===== config.mk =====
export PLATFORM = sky130hd
export DESIGN_NAME = tinyalu_param_flat
export DESIGN_NICKNAME = d
export VERILOG_FILES = /design/src/rtl/tinyalu_param_if.sv /design/src/rtl/tinyalu_param.sv /design/src/flat_wrapper.sv
export SDC_FILE = /design/constraint.sdc
export NUM_CORES = 1
export LEC_CHECK = 0
export CAP_MARGIN = 30
export CORE_MARGIN = 2
export CORE_UTILIZATION = 35
export DETAILED_ROUTE_END_ITERATION = 10
export GPL_ROUTABILITY_DRIVEN = 0
export PLACE_DENSITY = 0.55
export RECOVER_POWER = 25
export SETUP_SLACK_MARGIN = 0.5
export SLEW_MARGIN = 10
export SYNTH_ARGS = -nofsm -noshare
export SYNTH_HDL_FRONTEND = slang
export SYNTH_SLANG_ARGS = --single-unit

===== constraint.sdc =====
create_clock -name clk -period 8.43 [get_ports clk]
set_input_delay 1.2645 -clock clk [delete_from_list [all_inputs] [get_ports clk]]
set_output_delay 1.2645 -clock clk [all_outputs]
set_load 0.1 [all_outputs]

===== src/rtl/tinyalu_param_if.sv =====
`default_nettype none
// ============================================================================
//  Module      : tinyalu_param_if
//  Description : Request/response bundle for tinyalu_param. The requester
//                drives operands, opcode and start; the ALU returns done,
//                busy and the double-width result.
//  Revision    : 1.0  initial release
// ============================================================================
interface tinyalu_param_if #(
    parameter int WIDTH = 8
);
    logic [WIDTH-1:0]   A;
    logic [WIDTH-1:0]   B;
    logic [2:0]         op;
    logic               start;
    logic               done;
    logic               busy;
    logic [2*WIDTH-1:0] result;

    // Requester side
    modport master (
        output A, B, op, start,
        input  done, busy, result
    );

    // ALU side
    modport slave (
        input  A, B, op, start,
        output done, busy, result
    );
endinterface
`default_nettype wire


===== src/rtl/tinyalu_param.sv =====
`default_nettype none
// ============================================================================
//  Module      : tinyalu_param
//  Description : Parametrised multi-latency TinyALU. Single-cycle add/and/xor
//                complete on the acceptance edge and may issue back-to-back;
//                mul completes MUL_LAT edges later; the optional fun op
//                (A*A + B) takes one more edge. Build option macro:
//                TINYALU_FUN_OP_EN enables fun_op and its FUN_ADD state.
//  Revision    : 1.0  initial release
// ============================================================================
module tinyalu_param #(
    parameter int WIDTH   = 8,
    parameter int MUL_LAT = 3
) (
    input  wire              clk,
    input  wire              reset_n,
    tinyalu_param_if.slave   bus
);
    // Opcode encoding shared with the verification package
    localparam logic [2:0] c_op_no  = 3'b000;
    localparam logic [2:0] c_op_add = 3'b001;
    localparam logic [2:0] c_op_and = 3'b010;
    localparam logic [2:0] c_op_xor = 3'b011;
    localparam logic [2:0] c_op_mul = 3'b100;
`ifdef TINYALU_FUN_OP_EN
    localparam logic [2:0] c_op_fun = 3'b101;
`endif
    localparam logic [2:0] c_op_rst = 3'b111;

    // Counter only needs to hold MUL_LAT-1; keep at least one bit
    localparam int                 c_cnt_w    = (MUL_LAT > 1) ? $clog2(MUL_LAT) : 1;
    localparam logic [c_cnt_w-1:0] c_cnt_init = c_cnt_w'(MUL_LAT - 1);

    typedef enum logic [1:0] {
        S_IDLE    = 2'd0,
        S_MUL     = 2'd1
`ifdef TINYALU_FUN_OP_EN
        ,S_FUN_ADD = 2'd2
`endif
    } state_t;

    state_t             r_state;
    logic [c_cnt_w-1:0] r_cnt;
    logic [WIDTH-1:0]   r_a;
    logic [WIDTH-1:0]   r_b;
`ifdef TINYALU_FUN_OP_EN
    logic               r_fun;
    logic [2*WIDTH-1:0] r_prod;
`endif

    logic [WIDTH:0]     w_sum;
    logic [2*WIDTH-1:0] w_prod;

    // Single-cycle results come straight from the live operands at acceptance;
    // the product is formed from the operands captured at acceptance.
    assign w_sum  = {1'b0, bus.A} + {1'b0, bus.B};
    assign w_prod = {{WIDTH{1'b0}}, r_a} * {{WIDTH{1'b0}}, r_b};

    // Control FSM with registered done/busy/result
    always_ff @(posedge clk or negedge reset_n) begin
        if (!reset_n) begin
            r_state    <= S_IDLE;
            r_cnt      <= '0;
            r_a        <= '0;
            r_b        <= '0;
`ifdef TINYALU_FUN_OP_EN
            r_fun      <= 1'b0;
            r_prod     <= '0;
`endif
            bus.done   <= 1'b0;
            bus.busy   <= 1'b0;
            bus.result <= '0;
        end else begin
            bus.done <= 1'b0;
            case (r_state)
                S_IDLE: begin
                    if (bus.start) begin
                        case (bus.op)
                            c_op_add: begin
                                bus.result <= {{(WIDTH-1){1'b0}}, w_sum};
                                bus.done   <= 1'b1;
                            end
                            c_op_and: begin
                                bus.result <= {{WIDTH{1'b0}}, bus.A & bus.B};
                                bus.done   <= 1'b1;
                            end
                            c_op_xor: begin
                                bus.result <= {{WIDTH{1'b0}}, bus.A ^ bus.B};
                                bus.done   <= 1'b1;
                            end
                            c_op_mul: begin
                                r_a      <= bus.A;
                                r_b      <= bus.B;
`ifdef TINYALU_FUN_OP_EN
                                r_fun    <= 1'b0;
`endif
                                r_cnt    <= c_cnt_init;
                                bus.busy <= 1'b1;
                                r_state  <= S_MUL;
                            end
`ifdef TINYALU_FUN_OP_EN
                            c_op_fun: begin
                                // A*A shares the multiplier, B is kept for the final add
                                r_a      <= bus.A;
                                r_b      <= bus.A;
                                r_prod   <= {{WIDTH{1'b0}}, bus.B};
                                r_fun    <= 1'b1;
                                r_cnt    <= c_cnt_init;
                                bus.busy <= 1'b1;
                                r_state  <= S_MUL;
                            end
`endif
                            c_op_rst: begin
                                bus.result <= '0;
                            end
                            c_op_no: begin
                            end
                            default: begin
                            end
                        endcase
                    end
                end
                S_MUL: begin
                    if (r_cnt == '0) begin
`ifdef TINYALU_FUN_OP_EN
                        if (r_fun) begin
                            // r_prod holds the addend; swap in the square
                            r_prod  <= w_prod;
                            r_b     <= r_prod[WIDTH-1:0];
                            r_state <= S_FUN_ADD;
                        end else begin
                            bus.result <= w_prod;
                            bus.done   <= 1'b1;
                            bus.busy   <= 1'b0;
                            r_state    <= S_IDLE;
                        end
`else
                        bus.result <= w_prod;
                        bus.done   <= 1'b1;
                        bus.busy   <= 1'b0;
                        r_state    <= S_IDLE;
`endif
                    end else begin
                        r_cnt <= r_cnt - 1'b1;
                    end
                end
`ifdef TINYALU_FUN_OP_EN
                S_FUN_ADD: begin
                    bus.result <= r_prod + {{WIDTH{1'b0}}, r_b};
                    bus.done   <= 1'b1;
                    bus.busy   <= 1'b0;
                    r_state    <= S_IDLE;
                end
`endif
                default: begin
                    bus.busy <= 1'b0;
                    r_state  <= S_IDLE;
                end
            endcase
        end
    end
endmodule
`default_nettype wire


===== src/flat_wrapper.sv =====
// flat-port wrapper written by rule: the top's interface ports become plain ports
module tinyalu_param_flat 
#(
    parameter int WIDTH   = 8,
    parameter int MUL_LAT = 3
)
  (clk, reset_n, bus_A, bus_B, bus_op, bus_start, bus_done, bus_busy, bus_result);
  tinyalu_param_if #(.WIDTH(WIDTH)) bus_i ();
  input  wire clk;
  input  wire reset_n;
  input wire logic [$bits(bus_i.A)-1:0] bus_A;
  input wire logic [$bits(bus_i.B)-1:0] bus_B;
  input wire logic [$bits(bus_i.op)-1:0] bus_op;
  input wire logic [$bits(bus_i.start)-1:0] bus_start;
  output wire logic [$bits(bus_i.done)-1:0] bus_done;
  output wire logic [$bits(bus_i.busy)-1:0] bus_busy;
  output wire logic [$bits(bus_i.result)-1:0] bus_result;
  assign bus_i.A = bus_A;
  assign bus_i.B = bus_B;
  assign bus_i.op = bus_op;
  assign bus_i.start = bus_start;
  assign bus_done = bus_i.done;
  assign bus_busy = bus_i.busy;
  assign bus_result = bus_i.result;
  tinyalu_param #(.WIDTH(WIDTH), .MUL_LAT(MUL_LAT)) u_core (.clk(clk), .reset_n(reset_n), .bus(bus_i));
endmodule

## After elaboration in Yosys (flattened, before gate mapping)

Index checks and enable logic that the tools add are counted.

- Register bits: 38
- Input port bits: 22
- Output and inout bits: 18
- Word-level logic and storage cells: 51

- Add/sub/neg operators: 2
- $mul: 1
- Equality and inequality tests: 11
- Multiplexer cells: 20
- Bitwise logic cells: 2
- Reduce and logical (&&, ||, !) cells: 8

Operators by type and width:

| cell | count |
|---|---|
| one-hot mux 16 bit (4 select lines) | 1 |
| 2-to-1 mux 16 bit | 2 |
| one-hot mux 16 bit (2 select lines) | 1 |
| multiplier 8 x 8 -> 16 bit | 1 |
| 2-to-1 mux 2 bit | 6 |
| adder 8 x 8 -> 9 bit | 1 |
| AND 8 bit | 1 |
| one-hot mux 2 bit (2 select lines) | 2 |
| AND reduction 4 bit | 2 |
| bitwise XOR 8 bit | 1 |
| equality test 3 x 2 -> 1 bit, second input constant | 2 |
| equality test 3 bit, second input constant | 2 |
| 2-to-1 mux 1 bit | 6 |
| != test 2 bit, second input constant | 3 |
| AND reduction 3 bit | 2 |
| != test 5 bit, second input constant | 1 |
| zero test 2 bit | 2 |
| one-hot mux 1 bit (2 select lines) | 2 |
| equality test 3 x 1 -> 1 bit, second input constant | 1 |
| OR reduction 3 bit | 1 |
| equality test 2 x 1 -> 1 bit, second input constant | 1 |
| != test 2 x 1 -> 1 bit, second input constant | 1 |
| nonzero test 2 bit | 1 |
| subtractor 2 x 1 -> 2 bit, second input constant | 1 |

## Logic depth before layout (Yosys ltp)

- Word-level depth: 5
- Depth in mapped cells: 16

## Worst setup path after synthesis

OpenSTA, ideal clock, no wires.

- Kind: register -> register
- Start point: reg u_core.r_a[2]
- End point: reg u_core.bus.result[15]
- Library setup time: 128 ps
- Arrival: 4234 ps
- Required time: 8302 ps
- Setup slack: 4068 ps
- Cell stages (with the launch flop): 15
- Path buffers: 0
- Cells stage by stage: dfrtp_1 > and2_1 > fa_1 > fa_1 > fa_1 > inv_1 > fa_1 > inv_1 > ha_1 > and3_1 > a221o_1 > a31o_2 > a21boi_1 > mux2i_1 > nand3_1

- Word-level cells in the longest chain between the ends: 3

Ends and longest elaborated chain:

| what | RTL line | text |
|---|---|---|
| start: declaration | tinyalu_param.sv:44 | `logic [WIDTH-1:0] r_a;` |
| start signal: assignment | tinyalu_param.sv:92 | `r_a <= bus.A;` |
| multiplier 8 x 8 -> 16 bit | tinyalu_param.sv:57 | `assign w_prod = {{WIDTH{1'b0}}, r_a} * {{WIDTH{1'b0}}, r_b};` |
| 2-to-1 mux 16 bit | tinyalu_param.sv:124 | `if (r_cnt == '0) begin` |
| one-hot mux 16 bit (2 select lines) | tinyalu_param.sv:75 | `case (r_state)` |
| end signal: assignment | tinyalu_param.sv:80 | `bus.result <= {{(WIDTH-1){1'b0}}, w_sum};` |
| end signal: assignment | tinyalu_param.sv:84 | `bus.result <= {{WIDTH{1'b0}}, bus.A & bus.B};` |
| end signal: assignment | tinyalu_param.sv:88 | `bus.result <= {{WIDTH{1'b0}}, bus.A ^ bus.B};` |
| end: declaration | tinyalu_param_if.sv:29 | `output done, busy, result` |

No other way between the ends. The select of a mux whose other input is x is not followed.
A chain may end at the register's enable or synchronous reset.

## Worst setup path in the final report

- Start point: reg u_core.r_a[4]
- End point: reg u_core.bus.result[15]

The elaborated chain is that of the path after synthesis.

==> flow_summary.ini <==
[grt]
antenna_found_initial = 0
grt_pass1_wl_mm = 15.8
grt-ovfl-total = 0
grt_max_degree = 37
groute.usage.overall_pct = 15.6
grt_pass1_vias = 3106

[die]
die_x_um = 112
top_level_ports = 40
dieHeight_um = 112
rows = 39
start_util_pct = 35.8
coreArea_sq_mm = 0.0114
die_area_sq_mm = 0.0125

[yosys]
yosysSeqAreaShare_pct = 22.2
synth_edf_count = 0
syn_nets = 534
ys.flop_type = dfrtp_1
synth.distinct_cells = 54
synthAdderAreaFrac_pct = 32.1
synth_compound_area_share_pct = 13.4
async_flop_share_pct = 100
syn_area_sq_mm = 0.00407
yosys_warnings = 0
synth_top_family_by_area = adder cells
synth_cells = 430
synth_xor_area_share_pct = 2.15
postSynthAreaPerCell_sq_um = 9.46
synth-seq-cells = 36
yosys.area_share.simple_pct = 16.1
muxShareOfSynthArea_pct = 7.35

[layout]
fin_nets = 573
drive_gt1_share_pct = 6.81
finalInstanceArea_sq_mm = 0.00477
final_core_util_pct = 42.0
area_growth_pct = 17.3
final-instance-count-excl-fill = 613
antenna_cells = 0

[timing]
final.period_utilization_pct = 54.2
maxSlewHeadroom_pct = -31.8
rsz0062_at_grt = no
min_period_ns = 4.57
fmax_mhz = 219
tns_ns = 0
worst_pin_slew_ns = 1.98
drv_slew = 37
final_hold_viol_count = 0
setup_violations = 0
skew_ns = 0.00288

[clocking]
tritoncts = built
clock_latency_ns = 0.28
postCtsHoldBufs = 0
clk_pin_slew_ns = 0.06
cts.sinks = 36
numCtsBuffers = 5
root_buffer = clkbuf_16
post_cts_resized = 0
cts_setup_buffers = 0
h-tree-depth = 2
clock_path_buffers = 2

[worst_setup_path]
cp_slowest_cell = fa_1
required_ns = 8.59
cp_data_arrival_time_ns = 4.73
cp_common_cell = fa_1
crit_start = u_core.r_a[4]$_DFFE_PN0P_
cpPeakStageDelay_ns = 0.54
end_kind = register
critical_path.cell_chain = and2_1, fa_1, fa_1, fa_1, inv_1, fa_1, inv_1, ha_1, and3_1, a221o_1, a31o_2, a21boi_1, mux2i_1, nand3_1
rr_startpoint = u_core.r_a[4]$_DFFE_PN0P_
cp_max_fo = 9
criticalPathCategory = register to register
worstSetupStartpointType = register

[routing]
drc = 0
drtAntennaViolNets = 0
drt-initial-drc-count = 80
wl_per_cell_um = 15.2
drt-total-wl_mm = 9.30
drtPass1Iterations = 6
via_count = 3052
detail_route.vias_per_cell = 4.98

[run_status]
violations = capacitance limit, slew limit
outcome = finished, violations left

[place]
dp_cells = 604
port_buffers = 39
place_area_sq_mm = 0.00460
dp_hpwl_mm = 7.57

[job]
cap_viol_max_count = 1

[hold_path]
worstHoldStart = u_core.bus.result[4]$_DFFE_PN0P_
hold_path_class = register to register
-- critical path: cells and delay by family, from the launching register on --
family	cells	cell delay [ns]
multiplexers	1	0.20
adder cells (fa/ha/maj)	5	2.41
AO/OA/AOI/OAI	3	0.73
AND/OR/NAND/NOR	3	0.52
buffers and inverters	2	0.09
flip-flops	1	0.49
-- flip-flops by register name, summed over array words and instances, names as in the netlist --
signal / flops
u_core.bus.result: 16
u_core.r_a: 8
u_core.r_b: 8
u_core.r_cnt: 2
u_core.bus.done: 1
u_core.r_state: 1
-- cells in the final DEF, fill, tap and decap left out, types with 2 or more instances in the layout --
cell type	count
clkdlybuf4s50_1	38
and3_1	2
or3_1	2
nor2_1	10
a211oi_1	3
mux2i_1	13
fa_1	37
and2_1	51
o21ai_1	3
a22oi_1	2
o31a_1	3
o32ai_1	2
inv_1	63
nor3_1	2
ha_1	45
a31oi_1	3
a221o_1	2
nand2_1	37
nor4_1	3
nand3_1	6
mux2_2	15
o21ai_0	23
xor2_1	4
nand2b_1	4
o22ai_1	3
a21boi_1	3
o31ai_1	2
buf_8	2
xnor2_1	6
clkbuf_16	5
a21o_1	4
a21oi_1	11
dfrtp_1	36
-- logic make-up after synthesis --
family | after synthesis
mux | 28
fa+ha+maj | 82
buf+inv | 72
compound gates | 79
flops | 36
simple gates | 123
xor+xnor | 10
-- final timing paths --
check                                                    endpoint  slack [ns]  depth (start not counted)
worst min register to register   u_core.bus.result[4]$_DFFE_PN0P_        0.47                          2
max in group asynchronous       u_core.bus.result[11]$_DFFE_PN0P_        5.75                          1
worst max register to register  u_core.bus.result[15]$_DFFE_PN0P_        3.86                         14
worst max-delay path            u_core.bus.result[15]$_DFFE_PN0P_        3.86                         14
worst min-delay path             u_core.bus.result[4]$_DFFE_PN0P_        0.47                          2
min in group asynchronous               u_core.r_b[0]$_DFFE_PN0P_        1.54                          1
-- per-stage QoR --
step | hold WS, ns | setup WS (ns)
5_1_grt | 0.517 | 3.62
2_1_floorplan | 0.460 | 4.07
4_1_cts | 0.485 | 3.84
3_5_place_dp | 0.465 | 3.86
6_report | 0.474 | 3.86
3_3_place_gp | 0.458 | 3.89
-- area by class of cell --
class                      instances  area [sq um]
fill                            1120          6600
multi-input combinational        322          2890
sequential                        36           901
timing repair buffer              41           414
inverter                          63           236
tap                              143           179
clock buffer                       6           139
clock inverter                     2          13.8
-- per-layer routing --
layer	track usage [%]	share of wire, %	routed length, um	up-vias
met4	3.54	1.3	117	0
met1	23.1	50	4650	1477
li1	-	-	-	1529
met2	24.5	46	4240	40
met5	0	0	0	-
met3	1.96	3.2	296	6
-- synth_stat cells, drive strengths merged, types with 3 or more instances --
cell type | instances | share of area (%)
buf | 7 | 0.83
fa | 37 | 18
a31oi | 3 | 0.46
and2 | 51 | 7.8
nand2 | 37 | 3.4
dfrtp | 36 | 22
o31a | 3 | 0.65
nor4 | 3 | 0.46
xnor2 | 6 | 1.3
o22ai | 3 | 0.46
inv | 63 | 5.8
mux2i | 13 | 3.2
nand2b | 4 | 0.62
a21o | 4 | 0.74
a21oi | 12 | 1.6
a211oi | 3 | 0.55
nor2 | 10 | 0.92
ha | 45 | 14
xor2 | 4 | 0.86
a21boi | 3 | 0.55
nand3 | 6 | 0.74
mux2 | 15 | 4.2
o21ai | 26 | 3.2
Power is left out: the tool's default activity adds up to more than one toggle a clock period on the data nets, which glitch-free logic cannot reach.
